**src/rtl/kpn_pkg.sv**
```systemverilog
// Shared types and constants for the fixed-point KPN pipeline channels.
package kpn_pkg;

    localparam int KPN_DATA_WIDTH   = 16;
    localparam int ZERO_COUNT_WIDTH = 8;

    typedef logic [KPN_DATA_WIDTH-1:0] kpn_token_t;

    localparam logic [ZERO_COUNT_WIDTH-1:0] ZERO_COUNT_MAX = {ZERO_COUNT_WIDTH{1'b1}};

    // Saturating increment used by the monitoring counters.
    function automatic logic [ZERO_COUNT_WIDTH-1:0] sat_inc(input logic [ZERO_COUNT_WIDTH-1:0] val);
        if (val == ZERO_COUNT_MAX) begin
            return val;
        end else begin
            return val + {{(ZERO_COUNT_WIDTH-1){1'b0}}, 1'b1};
        end
    endfunction

endpackage

```
**src/rtl/kpn_fifo.sv**
```systemverilog
// Synchronous FIFO channel for KPN tokens; a push is ignored when full and a
// same-cycle pop does not free room for it.
module kpn_fifo #(
    parameter int WIDTH = 16,
    parameter int DEPTH = 4
) (
    input  logic             clk,
    input  logic             reset,
    input  logic             push_i,
    input  logic [WIDTH-1:0] data_i,
    input  logic             pop_i,
    output logic [WIDTH-1:0] data_o,
    output logic             full_o,
    output logic             empty_o
);

    localparam int AW = $clog2(DEPTH);
    localparam int CW = AW + 1;
    localparam logic [CW-1:0] DEPTH_C  = CW'(DEPTH);
    localparam logic [AW-1:0] PTR_ONE  = {{(AW-1){1'b0}}, 1'b1};
    localparam logic [CW-1:0] CNT_ONE  = {{(CW-1){1'b0}}, 1'b1};

    logic [WIDTH-1:0] mem_q [DEPTH];
    logic [AW-1:0]    wr_ptr_q, wr_ptr_d;
    logic [AW-1:0]    rd_ptr_q, rd_ptr_d;
    logic [CW-1:0]    count_q, count_d;
    logic             push_ok_s;
    logic             pop_ok_s;

    assign full_o    = (count_q == DEPTH_C);
    assign empty_o   = (count_q == {CW{1'b0}});
    assign push_ok_s = push_i && !full_o;
    assign pop_ok_s  = pop_i && !empty_o;
    assign data_o    = mem_q[rd_ptr_q];

    // Next-state for pointers and occupancy; pointers wrap naturally at DEPTH.
    always_comb begin
        wr_ptr_d = wr_ptr_q;
        rd_ptr_d = rd_ptr_q;
        count_d  = count_q;
        if (push_ok_s) begin
            wr_ptr_d = wr_ptr_q + PTR_ONE;
        end else begin
            wr_ptr_d = wr_ptr_q;
        end
        if (pop_ok_s) begin
            rd_ptr_d = rd_ptr_q + PTR_ONE;
        end else begin
            rd_ptr_d = rd_ptr_q;
        end
        case ({push_ok_s, pop_ok_s})
            2'b10:   count_d = count_q + CNT_ONE;
            2'b01:   count_d = count_q - CNT_ONE;
            default: count_d = count_q;
        endcase
    end

    // Pointer and occupancy registers.
    always_ff @(posedge clk or posedge reset) begin
        if (reset) begin
            wr_ptr_q <= {AW{1'b0}};
            rd_ptr_q <= {AW{1'b0}};
            count_q  <= {CW{1'b0}};
        end else begin
            wr_ptr_q <= wr_ptr_d;
            rd_ptr_q <= rd_ptr_d;
            count_q  <= count_d;
        end
    end

    // Storage array; contents are don't-care until written.
    always_ff @(posedge clk) begin
        if (push_ok_s) begin
            mem_q[wr_ptr_q] <= data_i;
        end
    end

endmodule

```
**src/rtl/divider_input_join.sv**
```systemverilog
// Joins dividend and divisor token streams into pairs for the divider, flagging
// and counting zero divisors.
module divider_input_join
    import kpn_pkg::*;
#(
    parameter int DATA_WIDTH = KPN_DATA_WIDTH,
    parameter int DEPTH      = 4
) (
    input  logic                        clk,
    input  logic                        reset,
    input  logic [DATA_WIDTH-1:0]       in_1_data,
    input  logic                        in_1_valid,
    output logic                        in_1_ready,
    input  logic [DATA_WIDTH-1:0]       in_2_data,
    input  logic                        in_2_valid,
    output logic                        in_2_ready,
    output logic [DATA_WIDTH-1:0]       entry_1,
    output logic [DATA_WIDTH-1:0]       entry_2,
    output logic                        out_valid,
    input  logic                        out_ready,
    output logic                        div_by_zero,
    output logic [ZERO_COUNT_WIDTH-1:0] zero_count
);

    logic [DATA_WIDTH-1:0]       head_1_s, head_2_s;
    logic                        full_1_s, full_2_s;
    logic                        empty_1_s, empty_2_s;
    logic                        load_s;
    logic                        zero_s;

    logic [DATA_WIDTH-1:0]       entry_1_q, entry_1_d;
    logic [DATA_WIDTH-1:0]       entry_2_q, entry_2_d;
    logic                        out_valid_q, out_valid_d;
    logic                        div_by_zero_q, div_by_zero_d;
    logic [ZERO_COUNT_WIDTH-1:0] zero_count_q, zero_count_d;

    assign in_1_ready = !full_1_s && !reset;
    assign in_2_ready = !full_2_s && !reset;

    kpn_fifo #(.WIDTH(DATA_WIDTH), .DEPTH(DEPTH)) u_fifo_dividend (
        .clk     (clk),
        .reset   (reset),
        .push_i  (in_1_valid && in_1_ready),
        .data_i  (in_1_data),
        .pop_i   (load_s),
        .data_o  (head_1_s),
        .full_o  (full_1_s),
        .empty_o (empty_1_s)
    );

    kpn_fifo #(.WIDTH(DATA_WIDTH), .DEPTH(DEPTH)) u_fifo_divisor (
        .clk     (clk),
        .reset   (reset),
        .push_i  (in_2_valid && in_2_ready),
        .data_i  (in_2_data),
        .pop_i   (load_s),
        .data_o  (head_2_s),
        .full_o  (full_2_s),
        .empty_o (empty_2_s)
    );

    // A new pair loads only when both heads exist and the output slot frees up.
    assign load_s = !empty_1_s && !empty_2_s && (!out_valid_q || out_ready);
    assign zero_s = (head_2_s == {DATA_WIDTH{1'b0}});

    // Output register and zero-counter next-state.
    always_comb begin
        entry_1_d     = entry_1_q;
        entry_2_d     = entry_2_q;
        out_valid_d   = out_valid_q;
        div_by_zero_d = div_by_zero_q;
        zero_count_d  = zero_count_q;
        if (load_s) begin
            entry_1_d     = head_1_s;
            entry_2_d     = head_2_s;
            out_valid_d   = 1'b1;
            div_by_zero_d = zero_s;
            if (zero_s) begin
                zero_count_d = sat_inc(zero_count_q);
            end else begin
                zero_count_d = zero_count_q;
            end
        end else if (out_valid_q && out_ready) begin
            out_valid_d = 1'b0;
        end else begin
            out_valid_d = out_valid_q;
        end
    end

    // Output pair, flag and counter registers.
    always_ff @(posedge clk or posedge reset) begin
        if (reset) begin
            entry_1_q     <= {DATA_WIDTH{1'b0}};
            entry_2_q     <= {DATA_WIDTH{1'b0}};
            out_valid_q   <= 1'b0;
            div_by_zero_q <= 1'b0;
            zero_count_q  <= {ZERO_COUNT_WIDTH{1'b0}};
        end else begin
            entry_1_q     <= entry_1_d;
            entry_2_q     <= entry_2_d;
            out_valid_q   <= out_valid_d;
            div_by_zero_q <= div_by_zero_d;
            zero_count_q  <= zero_count_d;
        end
    end

    assign entry_1     = entry_1_q;
    assign entry_2     = entry_2_q;
    assign out_valid   = out_valid_q;
    assign div_by_zero = div_by_zero_q;
    assign zero_count  = zero_count_q;

endmodule

```
**config.mk**
```make
export PLATFORM = sky130hd
export DESIGN_NAME = divider_input_join
export DESIGN_NICKNAME = d
export VERILOG_FILES = /design/src/rtl/kpn_pkg.sv /design/src/rtl/kpn_fifo.sv /design/src/rtl/divider_input_join.sv
export SDC_FILE = /design/constraint.sdc
export NUM_CORES = 1
export LEC_CHECK = 0
export ABC_AREA = 1
export CORE_MARGIN = 2
export CORE_UTILIZATION = 38
export DETAILED_ROUTE_END_ITERATION = 8
export SLEW_MARGIN = 40
export SYNTH_ARGS = -nofsm -noshare
export SYNTH_HDL_FRONTEND = slang
export SYNTH_HIERARCHICAL = 1
export SYNTH_SLANG_ARGS = --single-unit
export TNS_END_PERCENT = 50
```
**constraint.sdc**
```tcl
create_clock -name clk -period 3.4 [get_ports clk]
set_clock_uncertainty 0.2 [all_clocks]
set_input_delay 0.68 -clock clk [delete_from_list [all_inputs] [get_ports clk]]
set_output_delay 0.68 -clock clk [all_outputs]
set_load 0.1 [all_outputs]
```
# After elaboration in Yosys (flattened, before gate mapping)
# Memories as Yosys holds them, arrays and structs flattened. A register that Yosys moved wholly into a read port is not among the register bits.
# Index checks and enable logic that the tools add are counted.
[op_classes]
reduce_logical = 25
muxes = 8
bitwise = 1
n_eq_ne = 7
add_sub_neg = 9
[op_table]
columns = ["op", "n"]
rows = [
  ["16-bit zero test", 1],
  ["3-bit one-hot mux with 2 select lines", 2],
  ["1-bit logical AND", 11],
  ["2-bit by 1-bit adder with 2-bit output, second input constant", 4],
  ["8-bit by 1-bit adder with 8-bit output, second input constant", 1],
  ["8-bit == test, second input constant", 1],
  ["3-bit by 1-bit adder with 3-bit output, second input constant", 2],
  ["3-bit == test, second input constant", 2],
  ["1-bit zero test", 6],
  ["3-bit zero test", 2],
  ["1-bit two-way mux", 6],
  ["2-bit nonzero test", 3],
  ["3-bit by 1-bit subtractor with 3-bit output, second input constant", 2],
  ["2-bit by 1-bit == test with 1-bit output, second input constant", 2],
  ["2-bit == test, second input constant", 2],
  ["3-bit AND reduction", 1],
  ["1-bit logical OR", 1],
  ["1-bit inverter", 1],
]
[totals]
in_bits = 37
output_inout_bits = 44
mem_count = 2
wordCells = 62
register_bits = 40
mem_bits_rw = 128
[mem_list]
columns = ["memory", "words", "word_bits", "rd", "rd_clocked_by_memory_dff", "write_ports", "line_no", "text"]
rows = [
  ["u_fifo_dividend.mem_q", 4, 16, 1, 1, 1, "kpn_fifo.sv:23", "logic [WIDTH-1:0] mem_q [DEPTH];"],
  ["u_fifo_divisor.mem_q", 4, 16, 1, 0, 1, "kpn_fifo.sv:23", ""],
]

# Depth between registers and ports, before layout
# Gate-level depths: netlist (run 1).
[logic_depth]
ltp_word = 7
ltp_mapped = 17

# By module
# Netlist (run 1), hierarchy kept.
[by_module_without_submodules]
columns = ["module", "cells_each", "n_inst", "area_per_inst_um2", "seq_area_each_um2"]
rows = [
  ["kpn_fifo", 249, 2, 3041.7, 2097.0],
  ["divider_input_join", 235, 1, 1891.8, 1051.0],
]

# Worst setup path after synthesis (run 1)
# No wires, ideal clock.
[synth_path]
kind = "input to output"
startpoint = "input reset"
endpoint = "output in_2_ready"
cell_stages = 1
slack_ns = 0.587
arrival_time_ns = 1.933
required_time_ns = 2.520
n_path_buf = 0
path_cell_list = "nor2_1"
[synth_between]
elab_chain_cells = 2
[synth_lines]
columns = ["item", "line_no", "text"]
rows = [
  ["start, declared", "divider_input_join.sv:10", "input logic reset,"],
  ["1-bit zero test (no line)", "-", ""],
  ["1-bit logical AND", "divider_input_join.sv:38", "assign in_2_ready = !full_2_s && !reset;"],
  ["end, declared", "divider_input_join.sv:16", "output logic in_2_ready,"],
]
# Every way passes these cells.

# Worst setup path after layout (run 1)
[layout_path]
startpoint = "input reset"
endpoint = "register u_fifo_divisor.count_q[1]"
[layout_between]
elab_chain_cells = 6
elab_cells_between_ends = 8
[layout_lines]
columns = ["item", "line_no", "text"]
rows = [
  ["1-bit zero test (no line) *", "-", ""],
  ["1-bit logical AND *", "divider_input_join.sv:38", ""],
  ["1-bit logical AND *", "divider_input_join.sv:54", ".push_i (in_2_valid && in_2_ready),"],
  ["1-bit logical AND *", "kpn_fifo.sv:32", "assign push_ok_s = push_i && !full_o;"],
  ["2-bit by 1-bit == test with 1-bit output or 2-bit == test (tied branches)", "kpn_fifo.sv:51", "case ({push_ok_s, pop_ok_s})"],
  ["3-bit one-hot mux with 2 select lines or 2-bit nonzero test (tied branches)", "-", ""],
  ["end signal, assigned", "kpn_fifo.sv:63", "count_q <= {CW{1'b0}};"],
  ["end signal, assigned", "kpn_fifo.sv:67", "count_q <= count_d;"],
  ["end, declared", "kpn_fifo.sv:26", "logic [CW-1:0] count_q, count_d;"],
]
# Every way passes the cells marked *; elsewhere a longest branch is shown, timed or not.
# A chain may end at the register's enable or synchronous reset.

==> flow_metrics.env, run 1 <==
export IMPL_worstHoldPathType="register to register"
export IMPL_worstSetupEndpointType="register"
export IMPL_peakVddDrop_mv=0.506
export IMPL_cts_buffers_inserted=17
export IMPL_vias=5061
export IMPL_p_total_mw=9.18
export IMPL_post_cts_resize_count=0
export IMPL_rr_endpoint="zero_count[5]"
export IMPL_synth_yosys_seq_area_share=0.658
export IMPL_timing_critical_path_cells="clkdlybuf4s50_1 -> nor3b_1 -> nand2_1 -> ha_1 -> inv_1 -> fa_1 -> o21ai_0"
export IMPL_placed_cells_incl_taps=1072
export IMPL_ctsRootBufferMaster="clkbuf_16"
export IMPL_clkSinkCount=184
export IMPL_cts_htree_levels=4
export IMPL_regToRegSetupSlack_ns=0.72
export IMPL_drc_errors=0
export IMPL_critical_path_arrival_ns=2.84
export IMPL_power_density_relative_to_cell_area_nw_per_um2=963
export IMPL_timing_worst_slew_pin_value_ns=0.756
export IMPL_critPathTopFamily="adder cells"
export IMPL_final_period_minus_worst_setup_slack_ns=2.69
export IMPL_critical_path_peak_fanout=7
export IMPL_switching_share=0.459
export IMPL_vias_per_cell=4.58
export IMPL_maxSlewViolCount=0
export IMPL_synthesis_area_sq_um=7980
export IMPL_via_count_of_the_first_global_routing_pass=4951
export IMPL_synthesized_instance_count=733
export IMPL_postRouteWirelength_um=15700
export IMPL_post_synth_cell_area_avg_sq_um=10.9
export IMPL_clkPwrFrac=0.210
export IMPL_regToRegStartpoint="u_fifo_divisor/rd_ptr_q[0]"
export IMPL_ys_warn_count=6
export IMPL_final_cell_count_no_fill=1104
export IMPL_final_cycle_utilization_of_the_critical_path=0.790
export IMPL_area_growth_pct=19.5
export IMPL_die_width_um=149
export IMPL_ctsLongestPathBuffers=2
export IMPL_fmaxAchievable_mhz=372
export IMPL_syn_num_nets=783
export IMPL_slowest_delay_ns=0.53
export IMPL_power_frac_seq=0.336
export IMPL_design_die_area_sq_um=22200
export IMPL_power_switching_mw=4.21
export IMPL_final_setup_tns_ns=0
export IMPL_grt_overflow_total=0
export IMPL_initial_cell_density_of_the_core=0.390
export IMPL_critPathKind="primary input to register"
export IMPL_finish_net_count=871
export IMPL_critical_path_slowest_cell="clkdlybuf4s50_1"
export IMPL_yosys_cell_types_count=25
export IMPL_core_rowCount=52
export IMPL_grtUsageTotal=0.152
export IMPL_worstSetupEndpoint="u_fifo_divisor/count_q[1]"
export IMPL_insertion_delay_ns=0.43
export IMPL_crit_start="reset"
export IMPL_fraction_of_layout_instances_using_a_drive_strength_above_1=0.140
export IMPL_num_fill_cells=1943
export IMPL_tritoncts="built"
export IMPL_route_antenna_remaining_nets=0
export IMPL_comb_power_share=0.453
export IMPL_start_kind="primary input"
export IMPL_placement_io_buffers=80
export IMPL_cell_depth_of_the_worst_setup_path=7
export IMPL_timing_max_cap_violations=0
export IMPL_rsz0062_at_grt="no"
export IMPL_path_buf_inv=2
export IMPL_timing_reg2reg_worst_path_depth=12
export IMPL_postCtsSetupBuffers=0
export IMPL_drt_iter0_markers=283
export IMPL_cp_required_ns=3.55
export IMPL_fp_coreArea_sq_um=20400
export IMPL_worst_slew_margin_rel=0.496
export IMPL_power_report_internal_total_mw=4.97
export IMPL_setup_viol=0
export IMPL_wl_per_cell_um=14.2
export IMPL_detail_route_first_pass_iterations=4
export IMPL_gp_congestion=0.770
export IMPL_grt_pass1_wl_um=25600
export IMPL_status="complete, no violations"
export IMPL_path_clk_slew_ns=0.07
export IMPL_initial_antenna_violation_count=0
export IMPL_cts_hold_buffers_added=0
export IMPL_place_detailed_hpwl_um=10200
export IMPL_layout_commonest_cell="nand2_1"
export IMPL_antenna_cells_inserted=0
export IMPL_die_height_um=149
export IMPL_synth_seq_cells=184
export IMPL_layout_common_cells="nand2_1, edfxtp_1, inv_1"
export IMPL_hold_viol=0
export IMPL_pin_count=81
export IMPL_grt_max_degree=66
export IMPL_cellLeakagePower_nw=4.27
==> cell type report <==
| class | count | area [sq um] | area share |
|---|---|---|---|
| timing repair buffer | 95 | 841 | 0.0882 |
| sequential | 184 | 5250 | 0.550 |
| multi-input combinational | 404 | 2070 | 0.217 |
| clock inverter | 10 | 80.1 | 0.00840 |
| tap | 270 | 338 | 0.0354 |
| inverter | 119 | 449 | 0.0471 |
| clock buffer | 22 | 507 | 0.0532 |
==> cells by family after synthesis <==
| group | share of synthesized area |
|---|---|
| and+or+nand+nor | 0.155 |
| DFF | 0.658 |
| buffers and inverters | 0.0827 |
| AOI/OAI and AO/OA | 0.0772 |
| adders and majority gates | 0.0223 |
| xor gates and xnor gates | 0.00549 |
==> cell usage after synthesis, drive strengths merged <==
| cell | instances | area (sq um) |
|---|---|---|
| nand3 | 16 | 80.1 |
| nand4 | 4 | 25.0 |
| buf | 24 | 205 |
| xnor2 | 2 | 17.5 |
| clkbuf | 2 | 7.51 |
| fa | 2 | 40.0 |
| o21bai | 8 | 60.1 |
| ha | 11 | 138 |
| nand2 | 259 | 985 |
| o211ai | 64 | 531 |
| o21ai | 5 | 25.0 |
| inv | 119 | 447 |
| xor2 | 3 | 26.3 |
| edfxtp | 128 | 3840 |
| nor3b | 2 | 15.0 |
| nor2 | 28 | 129 |
| dfrtp | 56 | 1400 |
==> power groups by stage <==
stage          logic, mW  registers (mW)  clock network [mW]
4_1_cts             4.21            3.09                1.98
2_1_floorplan       1.96            4.48                   0
3_5_place_dp        4.20            3.13                   0
6_report            4.16            3.09                1.93
5_1_grt             4.55            3.14                2.06
3_3_place_gp        4.13            3.13                   0
==> routing by layer <==
layer,share of wire,track usage,vias up
met1,0.46,0.196,2402
met2,0.49,0.256,77
met4,0.012,0.0486,0
li1,-,-,2566
met3,0.034,0.0339,16
met5,0,0,-
==> worst reg2reg max path, stage by stage (launching register included) <==
cell      delay [ns]
dfrtp_1         0.40
inv_2           0.56
buf_4           0.33
nand2_1         0.07
o211ai_1        0.08
nand2_1         0.14
nor2_1          0.11
nand2_1         0.05
nor2_1          0.13
nand2_2         0.20
nor2_8          0.19
nand2_1         0.07
nand2_1         0.06
==> worst min-delay path by stage <==
stage,startpoint,endpoint,slack [ns],cells past startpoint
6_report,entry_1[4],entry_1[4],0.27,2
5_1_grt,entry_2[6],entry_2[6],0.30,2
4_1_cts,entry_1[5],entry_1[5],0.28,2
3_5_place_dp,entry_1[5],entry_1[5],0.26,2
3_3_place_gp,entry_1[4],entry_1[4],0.26,2
2_1_floorplan,u_fifo_dividend/count_q[2],u_fifo_dividend/count_q[2],0.26,2
==> registers in the layout, summed over array words and instances, names as in the netlist <==
signal                    flops
u_fifo_dividend/mem_q        64
u_fifo_divisor/mem_q         64
entry_1                      16
entry_2                      16
zero_count                    8
u_fifo_dividend/count_q       3
u_fifo_divisor/count_q        3
u_fifo_dividend/rd_ptr_q      2
u_fifo_dividend/wr_ptr_q      2
u_fifo_divisor/rd_ptr_q       2
u_fifo_divisor/wr_ptr_q       2
div_by_zero                   1
out_valid                     1
==> metrics by stage <==
stage | instance area, sq um | hold slack, ns | setup slack [ns] | util
after floorplan | 7980 | 0.263 | 0.587 | -
after global placement | 8940 | 0.257 | 0.390 | 0.438
after detailed placement | 8940 | 0.260 | 0.283 | 0.438
after CTS | 9530 | 0.277 | 0.697 | 0.466
after global routing | 9530 | 0.295 | 0.472 | 0.466
final | 9530 | 0.273 | 0.713 | 0.466
Power figures use the tool's default switching activity.
==> run 2, diff against run 1 <==
==> constraint.sdc (replaced) <==
create_clock -name clk -period 2.8 [get_ports clk]
set_clock_uncertainty 0.2 [all_clocks]
set_input_delay 0.56 -clock clk [delete_from_list [all_inputs] [get_ports clk]]
set_output_delay 0.56 -clock clk [all_outputs]
set_load 0.1 [all_outputs]
==> run 2 against run 1 <==
- hold slack worse by 0.0022 ns
- global-route usage fell by 0.063 points
- sequential share of layout area shrank 0.58 points
- combinational power up 22%
- critical endpoint is now zero_count[5]
- clock power grew 19%
- critical path depth increased by 3
- cell count up 0.82%
- largest cell class unchanged
- design area up 1.1%
- register-to-register slack worse by 0.32 ns
- core utilization rose by 0.50 points
==> flow_metrics.env, run 2 (synthesis results as in run 1) <==
export IMPL_drc_errors=0
export IMPL_postCtsSetupBuffers=0
export IMPL_vias_per_cell=4.57
export IMPL_timing_critical_path_cells="inv_2 -> o211ai_1 -> nand2_1 -> nor2_1 -> nand2_1 -> nor2_1 -> nand2_2 -> nor2_8 -> nand2_1 -> nand2_1"
export IMPL_via_count_of_the_first_global_routing_pass=4989
export IMPL_peakVddDrop_mv=0.512
export IMPL_gp_congestion=0.753
export IMPL_power_switching_mw=5.02
export IMPL_place_detailed_hpwl_um=10500
export IMPL_power_density_relative_to_cell_area_nw_per_um2=1160
export IMPL_fp_coreArea_sq_um=20400
export IMPL_clkSinkCount=184
export IMPL_timing_worst_slew_pin_value_ns=0.603
export IMPL_timing_max_cap_violations=0
export IMPL_critical_path_arrival_ns=2.55
export IMPL_grtUsageTotal=0.151
export IMPL_setup_viol=0
export IMPL_vias=5084
export IMPL_placement_io_buffers=80
export IMPL_cp_required_ns=2.96
export IMPL_wl_per_cell_um=14.0
export IMPL_final_cell_count_no_fill=1113
export IMPL_hold_viol=0
export IMPL_initial_antenna_violation_count=0
export IMPL_crit_path_frequent_cell="nand2_1"
export IMPL_worst_slew_margin_rel=0.598
export IMPL_power_frac_seq=0.341
export IMPL_ctsRootBufferMaster="clkbuf_16"
export IMPL_placed_cells_incl_taps=1081
export IMPL_die_width_um=149
export IMPL_power_report_internal_total_mw=6.16
export IMPL_comb_power_share=0.454
export IMPL_tritoncts="built"
export IMPL_start_kind="register"
export IMPL_slowest_delay_ns=0.61
export IMPL_critical_path_slowest_cell="dfrtp_1"
export IMPL_antenna_cells_inserted=0
export IMPL_switching_share=0.449
export IMPL_place_worst_setup_slack_ns=0.138
export IMPL_fraction_of_layout_instances_using_a_drive_strength_above_1=0.144
export IMPL_cts_buffers_inserted=17
export IMPL_layout_commonest_cell="nand2_1"
export IMPL_area_growth_pct=20.8
export IMPL_grt_max_degree=44
export IMPL_maxSlewViolCount=0
export IMPL_design_die_area_sq_um=22200
export IMPL_critical_path_peak_fanout=17
export IMPL_fmaxAchievable_mhz=417
export IMPL_drt_iter0_markers=325
export IMPL_finish_net_count=880
export IMPL_path_clk_slew_ns=0.06
export IMPL_worstHoldPathType="register to register"
export IMPL_ctsLongestPathBuffers=2
export IMPL_clkPwrFrac=0.206
export IMPL_detail_route_first_pass_iterations=4
export IMPL_final_cycle_utilization_of_the_critical_path=0.856
export IMPL_status="complete, no violations"
export IMPL_pin_count=81
export IMPL_postRouteWirelength_um=15600
export IMPL_critPathKind="register to register"
export IMPL_core_rowCount=52
export IMPL_layout_common_cells="nand2_1, edfxtp_1, inv_1"
export IMPL_worstSetupEndpointType="register"
export IMPL_grt_pass1_wl_um=25600
export IMPL_num_fill_cells=1879
export IMPL_path_buf_inv=1
export IMPL_final_setup_tns_ns=0
export IMPL_final_core_util=0.471
export IMPL_insertion_delay_ns=0.41
export IMPL_grt_overflow_total=0
export IMPL_die_height_um=149
export IMPL_setup_ws_ns=0.402
export IMPL_post_cts_resize_count=0
export IMPL_route_antenna_remaining_nets=0
export IMPL_whs_ns=0.270
export IMPL_critPathTopFamily="simple AND/OR/NAND/NOR gates"
export IMPL_cellLeakagePower_nw=4.32
export IMPL_initial_cell_density_of_the_core=0.390
export IMPL_cts_hold_buffers_added=0
export IMPL_cts_htree_levels=4
export IMPL_registers_with_the_most_flip_flops="u_fifo_dividend/mem_q (64), u_fifo_divisor/mem_q (64)"
export IMPL_rsz0062_at_grt="no"
export IMPL_final_period_minus_worst_setup_slack_ns=2.40
run 2: path summary, 6_finish.rpt:
check / start / endpoint / slack [ns] / cells after the start
min in group asynchronous: reset / out_valid / 0.32 / 3
max in group asynchronous: reset / zero_count[7] / 1.65 / 4
hold reg to reg: entry_2[9] / entry_2[9] / 0.27 / 2
setup / recovery: u_fifo_divisor/rd_ptr_q[1] / zero_count[5] / 0.40 / 10
setup reg to reg: u_fifo_divisor/rd_ptr_q[1] / zero_count[5] / 0.40 / 10
hold / removal: entry_2[9] / entry_2[9] / 0.27 / 2
run 2: area by class of cell:
cell class	instances	area [sq um]	share of cell area
clock buffer	25	508	0.0527
clock inverter	7	65.1	0.00675
inverter	119	447	0.0464
multi-input combinational	404	2070	0.215
sequential	184	5250	0.545
tap	270	338	0.0351
timing repair buffer	104	958	0.0995
run 2: worst register-to-register path, delay by kind of cell (launching register included):
kind	cells	cell delay, ns
AND/OR/NAND/NOR	8	1.06
flip-flops	1	0.61
buffers and inverters	1	0.28
AO/OA/AOI/OAI	1	0.18
run 2: metal layers:
layer / track usage / vias to the layer above / routed length [um]
li1: - / 2580 / -
met1: 0.197 / 2410 / 7400
met2: 0.255 / 79 / 7560
met3: 0.0291 / 15 / 427
met4: 0.0505 / 0 / 209
met5: 0 / - / 0
run 2: per-stage QoR:
stage,total power [mW],area (sq um)
after floorplan,7.82,7980
after global routing,11.9,9630
after detailed placement,9.00,9060
after CTS,11.3,9630
final,11.2,9630
after global placement,8.92,9060
run 2: power groups by stage:
stage	sequential (mW)	clock (mW)	combinational (mW)
detailed placement	3.86	0	5.13
global placement	3.87	0	5.05
floorplan	5.44	0	2.38
finish	3.81	2.30	5.07
CTS	3.81	2.37	5.14
global route	3.88	2.47	5.57
==> run 3, diff against run 2 <==
--- a/config.mk
+++ b/config.mk
@@ -9,6 +9,7 @@
 export CORE_MARGIN = 2
 export CORE_UTILIZATION = 38
 export DETAILED_ROUTE_END_ITERATION = 8
+export PLACE_DENSITY = 0.57
 export SLEW_MARGIN = 40
 export SYNTH_ARGS = -nofsm -noshare
 export SYNTH_HDL_FRONTEND = slang
==> run 3 against run 2 <==
- register-to-register slack gained 0.08 ns
- critical endpoint is now in_2_ready
- highest routed layer unchanged
- hold slack better by 0.0065 ns
- sequential share of layout area is essentially flat
==> flow_metrics.env, run 3 (synthesis results as in run 1) <==
export IMPL_placement_io_buffers=80
export IMPL_ctsLongestPathBuffers=2
export IMPL_cts_buffers_inserted=17
export IMPL_clkSinkCount=184
export IMPL_postRouteWirelength_um=15400
export IMPL_area_growth_pct=20.8
export IMPL_final_cycle_utilization_of_the_critical_path=0.836
export IMPL_timing_critical_path_cells="clkdlybuf4s50_1 -> buf_4 -> nor2_1 -> buf_12"
export IMPL_gp_congestion=0.753
export IMPL_num_fill_cells=1912
export IMPL_critical_path_slowest_cell="clkdlybuf4s50_1"
export IMPL_final_core_util=0.472
export IMPL_design_die_area_sq_um=22200
export IMPL_detail_route_first_pass_iterations=5
export IMPL_ctsRootBufferMaster="clkbuf_16"
export IMPL_grt_pass1_wl_um=25200
export IMPL_peakVddDrop_mv=0.611
export IMPL_critical_path_arrival_ns=1.58
export IMPL_grt_overflow_total=0
export IMPL_power_density_relative_to_cell_area_nw_per_um2=1160
export IMPL_core_rowCount=52
export IMPL_registers_with_the_most_flip_flops="u_fifo_dividend/mem_q (64), u_fifo_divisor/mem_q (64)"
export IMPL_post_cts_resize_count=0
export IMPL_pin_count=81
export IMPL_cts_htree_levels=4
export IMPL_layout_common_cells="nand2_1, edfxtp_1, inv_1"
export IMPL_via_count_of_the_first_global_routing_pass=4768
export IMPL_insertion_delay_ns=0.42
export IMPL_place_worst_setup_slack_ns=0.142
export IMPL_drc_errors=0
export IMPL_tritoncts="built"
export IMPL_initial_cell_density_of_the_core=0.390
export IMPL_worst_slew_margin_rel=0.623
export IMPL_worstSetupEndpointType="primary output"
export IMPL_initial_antenna_violation_count=0
export IMPL_route_antenna_remaining_nets=0
export IMPL_die_height_um=149
export IMPL_cellLeakagePower_nw=4.32
export IMPL_slowest_delay_ns=0.45
export IMPL_antenna_cells_inserted=0
export IMPL_grtUsageTotal=0.148
export IMPL_final_period_minus_worst_setup_slack_ns=2.34
export IMPL_vias=4976
export IMPL_critical_path_peak_fanout=4
export IMPL_status="complete, no violations"
export IMPL_layout_commonest_cell="nand2_1"
export IMPL_place_detailed_hpwl_um=10900
export IMPL_maxSlewViolCount=0
export IMPL_hold_viol=0
export IMPL_critPathKind="primary input to primary output"
export IMPL_fmaxAchievable_mhz=427
export IMPL_path_buf_inv=3
export IMPL_critPathTopFamily="buffers and inverters"
export IMPL_vias_per_cell=4.47
export IMPL_finish_net_count=880
export IMPL_worstHoldPathType="register to register"
export IMPL_fp_coreArea_sq_um=20400
export IMPL_drt_iter0_markers=315
export IMPL_rsz0062_at_grt="no"
export IMPL_grt_max_degree=41
export IMPL_path_clk_slew_ns=0.07
export IMPL_cts_hold_buffers_added=0
export IMPL_start_kind="primary input"
export IMPL_die_width_um=149
export IMPL_wl_per_cell_um=13.8
export IMPL_cp_required_ns=2.04
export IMPL_timing_max_cap_violations=0
export IMPL_fraction_of_layout_instances_using_a_drive_strength_above_1=0.148
export IMPL_setup_viol=0
export IMPL_timing_worst_slew_pin_value_ns=0.564
export IMPL_final_setup_tns_ns=0
export IMPL_postCtsSetupBuffers=0
export IMPL_setup_ws_ns=0.458
-- run 3: cell count changes in the layout (fill, tap and decap cells not counted) --
cell,delta
clkbuf_1,-5
clkinv_4,+3
clkbuf_16,-2
inv_6,+2
bufinv_16,+1
clkbuf_8,-1
clkinv_1,+1
clkinv_2,+1
inv_4,-1
inv_8,+1
-- run 3: worst paths after layout --
kind | from | endpoint | slack [ns] | depth (start not counted)
worst max-delay path | reset | in_2_ready | 0.46 | 4
worst min-delay path | entry_2[3] | entry_2[3] | 0.28 | 2
worst max register to register | u_fifo_divisor/rd_ptr_q[0] | zero_count[5] | 0.48 | 12
worst min register to register | entry_2[3] | entry_2[3] | 0.28 | 2
max in group asynchronous | reset | entry_1[6] | 1.41 | 4
min in group asynchronous | reset | u_fifo_dividend/count_q[1] | 0.41 | 3
-- run 3: per-stage QoR --
| stage | hold WS [ns] | total power [mW] | instances | cell area [sq um] |
|---|---|---|---|---|
| 6_report | 0.277 | 11.2 | 1113 | 9640 |
| 4_1_cts | 0.281 | 11.3 | 1113 | 9640 |
| 5_1_grt | 0.293 | 11.9 | 1113 | 9640 |
| 3_3_place_gp | 0.259 | 8.91 | 1081 | 9060 |
| 3_5_place_dp | 0.263 | 8.98 | 1081 | 9060 |
| 2_1_floorplan | 0.163 | 7.82 | 733 | 7980 |
-- run 3: final cells by class --
class | count | area, sq um | share of cell area
clock buffer | 17 | 425 | 0.0441
multi-input combinational | 404 | 2070 | 0.215
tap | 270 | 338 | 0.0351
clock inverter | 15 | 153 | 0.0158
inverter | 119 | 447 | 0.0464
sequential | 184 | 5250 | 0.544
timing repair buffer | 104 | 958 | 0.0995
-- run 3: layer usage --
metal	vias up	wire [um]	global-route usage
met5	-	0	0
met4	0	153	0.0433
met3	9	497	0.0343
met2	70	7140	0.232
met1	2309	7610	0.207
li1	2588	-	-
-- run 3: power by group --
part	leakage [nW]	total [mW]	switching, mW	internal [mW]
Sequential	1.82	3.79	0.305	3.48
Combinational	2.22	5.07	3.77	1.30
Clock	0.280	2.32	1.00	1.32
Total	4.32	11.2	5.07	6.10
-- run 3: worst register-to-register path: cells and delay by family (launching register included) --
kind / cells / cell delay [ns]
compound gates: 1 / 0.09
buf+inv: 2 / 0.49
flops: 1 / 0.41
simple gates: 9 / 1.07
